### config.mk
export PLATFORM = sky130hd
export DESIGN_NAME = alpharetz_uart_tx_arb_flat
export DESIGN_NICKNAME = d
export VERILOG_FILES = /design/src/rtl/alpharetz_uart_tx_arb_if.sv /design/src/rtl/alpharetz_uart_tx_arb.sv /design/src/flat_wrapper.sv
export SDC_FILE = /design/constraint.sdc
export NUM_CORES = 1
export LEC_CHECK = 0
export BUFFER_PORTS_ARGS = -buffer_cell sky130_fd_sc_hd__buf_4
export CAP_MARGIN = 5
export CORE_UTILIZATION = 40
export DETAILED_ROUTE_END_ITERATION = 10
export HOLD_SLACK_MARGIN = 0.15
export PLACE_DENSITY = 0.74
export SETUP_SLACK_MARGIN = 0.05
export SYNTH_ARGS = -nofsm -noshare
export SYNTH_HDL_FRONTEND = slang
export SYNTH_SLANG_ARGS = --single-unit
### constraint.sdc
create_clock -name sys_clk -period 2.02 [get_ports sys_clk]
set_input_delay 0.404 -clock sys_clk [delete_from_list [all_inputs] [get_ports sys_clk]]
set_output_delay 0.404 -clock sys_clk [all_outputs]
set_load 0.02 [all_outputs]
### src/rtl/alpharetz_uart_tx_arb_if.sv
// Handshake bundle between the requesters, the arbiter and the UART transmitter.
// master: requester/transmitter side; slave: the arbiter itself.
interface alpharetz_uart_tx_arb_if #(
    parameter int NUM_REQ         = 4,
    parameter int UART_DATA_WIDTH = 8
);
    localparam int GW = $clog2(NUM_REQ);

    logic [NUM_REQ-1:0]                 req_valid;
    logic [NUM_REQ*UART_DATA_WIDTH-1:0] req_data;
    logic [NUM_REQ-1:0]                 req_ready;
    logic [UART_DATA_WIDTH-1:0]         tx_data;
    logic                               start_tx;
    logic                               tx_busy;
    logic [GW-1:0]                      grant_id;
    logic                               active;
    logic                               timeout_err;

    modport master (
        output req_valid, req_data, tx_busy,
        input  req_ready, tx_data, start_tx, grant_id, active, timeout_err
    );

    modport slave (
        input  req_valid, req_data, tx_busy,
        output req_ready, tx_data, start_tx, grant_id, active, timeout_err
    );
endinterface

### src/rtl/alpharetz_uart_tx_arb.sv
// Round-robin arbiter sharing one UART transmitter between NUM_REQ requesters,
// with a start-timeout watchdog so a stuck transmitter cannot hang the bus.
module alpharetz_uart_tx_arb #(
    parameter int NUM_REQ         = 4,
    parameter int UART_DATA_WIDTH = 8,
    parameter int START_TIMEOUT   = 64
) (
    input logic sys_clk,
    input logic sync_rst_n,
    input logic sys_clk_en,
    alpharetz_uart_tx_arb_if.slave bus
);
    localparam int GW = $clog2(NUM_REQ);
    localparam int CW = $clog2(START_TIMEOUT) + 1;
    localparam logic [CW-1:0] CNT_LAST = CW'(START_TIMEOUT - 1);
    localparam logic [CW-1:0] CNT_MAX  = '1;

    typedef enum logic [1:0] {
        IDLE,
        LAUNCH,
        WAIT_BUSY,
        WAIT_DONE
    } state_e;

    state_e                     state_q, state_d;
    logic [GW-1:0]              last_grant_q, last_grant_d;
    logic [GW-1:0]              grant_id_q, grant_id_d;
    logic [UART_DATA_WIDTH-1:0] tx_data_q, tx_data_d;
    logic [CW-1:0]              cnt_q, cnt_d;
    logic                       err_q, err_d;

    logic [GW-1:0]              winner;
    logic                       any_valid;
    logic [UART_DATA_WIDTH-1:0] win_data;
    logic                       fire;

    // Search starts just after the last owner so every requester gets a turn.
    always_comb begin : rr_pick
        int            idx;
        logic [GW-1:0] cand;
        idx       = 0;
        cand      = '0;
        winner    = '0;
        any_valid = 1'b0;
        for (int k = 1; k <= NUM_REQ; k++) begin
            idx = int'(last_grant_q) + k;
            if (idx >= NUM_REQ) idx = idx - NUM_REQ;
            cand = GW'(idx);
            if (!any_valid && bus.req_valid[cand]) begin
                any_valid = 1'b1;
                winner    = cand;
            end
        end
    end

    always_comb begin : data_mux
        win_data = '0;
        for (int i = 0; i < NUM_REQ; i++) begin
            if (winner == GW'(i))
                win_data = bus.req_data[i*UART_DATA_WIDTH +: UART_DATA_WIDTH];
        end
    end

    assign fire = sys_clk_en & sync_rst_n;

    always_comb begin : fsm_next
        state_d      = state_q;
        last_grant_d = last_grant_q;
        grant_id_d   = grant_id_q;
        tx_data_d    = tx_data_q;
        cnt_d        = cnt_q;
        err_d        = err_q;
        bus.req_ready = '0;
        bus.start_tx  = 1'b0;
        unique case (state_q)
            IDLE: begin
                if (any_valid) begin
                    bus.req_ready[winner] = fire;
                    grant_id_d = winner;
                    tx_data_d  = win_data;
                    state_d    = LAUNCH;
                end
            end
            LAUNCH: begin
                bus.start_tx = fire;
                cnt_d        = '0;
                state_d      = WAIT_BUSY;
            end
            WAIT_BUSY: begin
                if (bus.tx_busy) begin
                    state_d = WAIT_DONE;
                end else if (cnt_q >= CNT_LAST) begin
                    // Release the grant too, so a dead requester cannot starve others.
                    state_d      = IDLE;
                    err_d        = 1'b1;
                    last_grant_d = grant_id_q;
                end else if (cnt_q != CNT_MAX) begin
                    cnt_d = cnt_q + CW'(1);
                end
            end
            WAIT_DONE: begin
                if (!bus.tx_busy) begin
                    state_d      = IDLE;
                    last_grant_d = grant_id_q;
                end
            end
            default: state_d = IDLE;
        endcase
    end

    always_ff @(posedge sys_clk) begin
        if (!sync_rst_n) begin
            state_q      <= IDLE;
            last_grant_q <= GW'(NUM_REQ - 1);
            grant_id_q   <= '0;
            tx_data_q    <= '0;
            cnt_q        <= '0;
            err_q        <= 1'b0;
        end else if (sys_clk_en) begin
            state_q      <= state_d;
            last_grant_q <= last_grant_d;
            grant_id_q   <= grant_id_d;
            tx_data_q    <= tx_data_d;
            cnt_q        <= cnt_d;
            err_q        <= err_d;
        end
    end

    assign bus.tx_data     = tx_data_q;
    assign bus.grant_id    = grant_id_q;
    assign bus.active      = sync_rst_n & (state_q != IDLE);
    assign bus.timeout_err = err_q;
endmodule

### src/flat_wrapper.sv
// flat-port wrapper written by rule: the top's interface ports become plain ports
module alpharetz_uart_tx_arb_flat 
#(
    parameter int NUM_REQ         = 4,
    parameter int UART_DATA_WIDTH = 8,
    parameter int START_TIMEOUT   = 64
)
  (sys_clk, sync_rst_n, sys_clk_en, bus_req_valid, bus_req_data, bus_tx_busy, bus_req_ready, bus_tx_data, bus_start_tx, bus_grant_id, bus_active, bus_timeout_err);
  alpharetz_uart_tx_arb_if #(.NUM_REQ(NUM_REQ), .UART_DATA_WIDTH(UART_DATA_WIDTH)) bus_i ();
  input logic sys_clk;
  input logic sync_rst_n;
  input logic sys_clk_en;
  input wire logic [$bits(bus_i.req_valid)-1:0] bus_req_valid;
  input wire logic [$bits(bus_i.req_data)-1:0] bus_req_data;
  input wire logic [$bits(bus_i.tx_busy)-1:0] bus_tx_busy;
  output wire logic [$bits(bus_i.req_ready)-1:0] bus_req_ready;
  output wire logic [$bits(bus_i.tx_data)-1:0] bus_tx_data;
  output wire logic [$bits(bus_i.start_tx)-1:0] bus_start_tx;
  output wire logic [$bits(bus_i.grant_id)-1:0] bus_grant_id;
  output wire logic [$bits(bus_i.active)-1:0] bus_active;
  output wire logic [$bits(bus_i.timeout_err)-1:0] bus_timeout_err;
  assign bus_i.req_valid = bus_req_valid;
  assign bus_i.req_data = bus_req_data;
  assign bus_i.tx_busy = bus_tx_busy;
  assign bus_req_ready = bus_i.req_ready;
  assign bus_tx_data = bus_i.tx_data;
  assign bus_start_tx = bus_i.start_tx;
  assign bus_grant_id = bus_i.grant_id;
  assign bus_active = bus_i.active;
  assign bus_timeout_err = bus_i.timeout_err;
  alpharetz_uart_tx_arb #(.NUM_REQ(NUM_REQ), .UART_DATA_WIDTH(UART_DATA_WIDTH), .START_TIMEOUT(START_TIMEOUT)) u_core (.sys_clk(sys_clk), .sync_rst_n(sync_rst_n), .sys_clk_en(sys_clk_en), .bus(bus_i));
endmodule
==> flow_results.org <==
** Floorplanning
- Initial Utilization :: 42.8%
- Die width :: 59.6 um
- Area of the core :: a little over 0.003 mm2
- Die outline area :: 0.00355 mm2
- Num rows :: 20
- Number of top-level pins :: 57
- The die is 59.6 um tall.

** Clock network
- Buffer type at the clock tree root :: clkbuf_4
- Counting the buffers created by CTS gives 3.
- Clock latency at the later pin of the worst-skew pair :: 0.29 ns
- Num Clock Sinks :: 22
- Clock-pin slew on the worst setup and hold paths :: 0.12 ns
- TritonCTS built the clock tree.
- Maximum clock insertion buffer count :: 2
- H-tree depth :: 1

** Power and ir drop
- Total power divided by cell area :: 480 mW/mm2
- The analysis attributes to cell leakage a power of 0.000842 uW.
- Of the total power, combinational logic draws 31.0%.
- The internal portion of the total power is 686 uW.
- Part of the power in the clock network :: 20.2%
- Of the total power, the share spent switching nets is 28.9%.
- Sequential Power Share :: 48.9%
- Switch Pwr :: about 280 uW
- The worst-case IR drop observed on VDD is between 0.0002 and 0.0003 V.

** Hold path
- Hold-critical path endpoint :: u_core.state_q[0]$_SDFFE_PN0P_
- Cell count of the worst hold path :: 2
- The startpoint identified for the worst hold timing path is sys_clk_en.
- Worst hold path type :: input port to flip-flop

** Timing
- RSZ-0062 raised after global routing :: yes
- After layout, the worst path uses 100% of the clock period.
- The number of max-slew violations in the final report was 0.
- Headroom to the max-slew limit came out at 70.7%.
- Worst-Margin Slew :: 0.438 ns
- Across all setup checks in the final design, the least slack found is -0.000792 ns.
- Setup violations remaining at the end of the flow were counted as 1.
- The number of hold violations in the final report was 0.
- Minimum clock period after layout :: 2.02 ns
- For this run, the top clock speed supported by timing is 495 MHz.
- Worst setup skew after layout :: 0.00120 ns

** Setup path
- The worst setup path is captured at an output port.
- The startpoint identified for the worst register-to-register timing path is u_core.last_grant_q[1]$_SDFFE_PN1P_.
- Worst-case reg-to-reg path depth :: 6
- For flop-to-flop paths, the worst setup slack is 0.32 ns.
- In this run the critical register-to-register path is captured at u_core.bus.tx_data[5]$_SDFFE_PN0P_.
- The setup path with the least slack is of type input port to output port.
- Data on the critical path arrives at its endpoint at 1.62 ns.
- Category of the worst setup path launch point :: input port
- Of all nets on the critical path, the largest fanout is 3.
- At the worst endpoint, the required time is 1.62 ns.
- Launching element of the worst setup path :: bus_req_valid[1]

** Drt
- First-pass iteration count of the detailed router :: 4
- Detailed-route wire length :: 3740 um
- Via density per instance :: 5.35
- The detailed router finished its first iteration with 53 violations.
- Vias after detailed routing :: 1408
- Average wire length per cell after detail routing :: 14.2 um
- Number of nets with antenna violations after detailed routing :: 0
- For this run, design rule violations remaining after detail routing come to 0.

** Placement
- Once placement finished, the instance area stood at 0.00187 mm2.
- At the placement stage, the worst setup path has a slack of -0.0944 ns.
- Final Wtd Congestion :: 0.805
- Placed wire-length estimate :: 2840 um
- During placement, the flow inserted port buffers numbering 56.

** Yosys
- Post-Syn Instances :: 149
- Fraction of registers with async set/reset :: 0%
- For this run, the leading register cell type out of synthesis is dfxtp_1.
- After synthesis the cells add up to 0.00133 mm2.
- Synthesis instantiated between 40 and 50 different standard cells from the library.
- EDFF count, synth :: 0
- Mean cell area of the mapped netlist :: 8.91 um2
- The share of the Yosys chip area taken by registers is about a third.
- The Yosys step of the flow raised 0 warnings.
- Syn nets :: 190
- Counting flops and latches in the post-synthesis netlist gives 22.

** Final layout
- Fill cells in the final layout number 277.
- Final layout net count :: 262
- The number of antenna diodes in the final layout is 0.
- With fillers left out, the area of the finished cells amounts to 0.00201 mm2.
- Layout area overhead :: 51.4%
- Proportion of layout cells with a drive suffix above 1 :: 43.8%

** Global route
- After global routing the overflow that remains totals 0.
- Antenna violations before repair :: 0
- Total GRT Usage :: a little over a fifth
- Largest net degree at the start of global routing :: 14
- The first global-routing pass estimated 5890 um of wire.
- The number of global-route vias before repair was 1377.

** Outcome
- Result of the run :: complete, but fails checks
- The final reports fail on negative setup slack.

** Flow run
- MaxCap Viol Count :: 0
[stage by stage]
step / utilization [%] / hold WS (ns) / power [uW] / TNS (ns) / std cells
floorplan: - / 0.433 / 617 / 0 / 149
CTS: 62.5 / 0.318 / 954 / -0.0180 / 259
detailed placement: 60.1 / 0.459 / 753 / -0.291 / 256
global placement: 60.1 / 0.448 / 744 / -0.156 / 256
global route: 64.8 / 0.320 / 1020 / -0.0710 / 263
finish: 64.8 / 0.318 / 964 / -0.000792 / 263
[flip-flops by register name, summed over array words and instances, names as in the netlist]
signal	flops
u_core.bus.timeout_err	1
u_core.last_grant_q	2
u_core.state_q	2
u_core.cnt_q	7
u_core.bus.tx_data	8
u_core.bus.grant_id	2
[area by class of cell]
class | count | area [um2] | share of cell area (%)
multi-input combinational | 119 | 893 | 44.5
timing repair buffer | 75 | 589 | 29.3
sequential | 22 | 449 | 22.4
tap | 44 | 55.1 | 2.74
clock buffer | 3 | 22.5 | 1.12
[power by group through the flow]
stage | Sequential, uW | Combinational (uW) | Clock, uW
2_1_floorplan | 500 | 117 | 0
3_3_place_gp | 479 | 266 | 0
3_5_place_dp | 480 | 273 | 0
4_1_cts | 469 | 285 | 199
5_1_grt | 474 | 321 | 221
6_report | 471 | 299 | 194
[layout by cell type, fill, tap and decap left out, drive strengths merged, types with 2 or more instances in the layout]
master   n
a21boi   2
a21o     2
a21oi    4
and4     2
buf     75
clkbuf   3
dfxtp   22
mux2     8
mux2i   13
nand2   17
nand2b   4
nand3   14
nand3b   6
nor2    10
nor2b    4
o211ai   8
o21ai    3
xor2     3
[what timing repair did]
action	in CTS	in global routing
endpoints found under the setup margin	4	4
gates resized for setup	15	10
pin swaps	3	4
buffers inserted	0	4
hold buffers	0	0
[how the worst max path moves through the flow]
stage	endpoint	slack [ns]
after detailed placement	bus_req_ready[0]	-0.09
after floorplan	bus_req_ready[0]	0.06
after CTS	bus_req_ready[0]	-0.01
after global routing	bus_req_ready[0]	-0.03
final	bus_req_ready[0]	-0.0008
after global placement	bus_req_ready[0]	-0.06
[synthesized netlist by cell type (all sizes together) (2+ instances only)]
master | instances | share of area [%]
nor2 | 10 | 2.8
nand3b | 6 | 3.4
nand2 | 17 | 4.8
buf | 6 | 3.9
and4 | 2 | 1.5
xor2 | 3 | 2.0
clkbuf | 2 | 0.66
nor2b | 4 | 1.9
a21o | 2 | 1.2
dfxtp | 22 | 33
nand3 | 14 | 5.3
o21ai | 3 | 1.1
a21boi | 2 | 1.1
a21oi | 4 | 1.5
mux2 | 8 | 6.8
mux2i | 13 | 9.8
nand2b | 4 | 1.9
o211ai | 8 | 4.5
[cells by family after synthesis]
| logic type | synth area share, % |
|---|---|
| flip-flops | 33.2 |
| adder cells (fa/ha/maj) | 0.942 |
| AND/OR/NAND/NOR | 28.2 |
| multiplexers | 16.6 |
| buffers and inverters | 4.52 |
| XOR/XNOR | 1.98 |
| AO/OA/AOI/OAI | 14.6 |
[critical path: stages]
cell and delay [ns]:
buf_6 0.09, or4_4 0.53, and4_4 0.18, or2b_4 0.24, nor2_4 0.04, buf_6 0.13
[per-layer routing]
layer | up-vias | GRT usage (%) | part of all wire (%)
li1 | 686 | - | -
met1 | 656 | 25.6 | 41
met2 | 62 | 40.8 | 51
met3 | 4 | 3.06 | 8.1
met4 | 0 | 5.65 | 0.35
met5 | - | 0 | 0
Power figures use the tool's default switching activity.
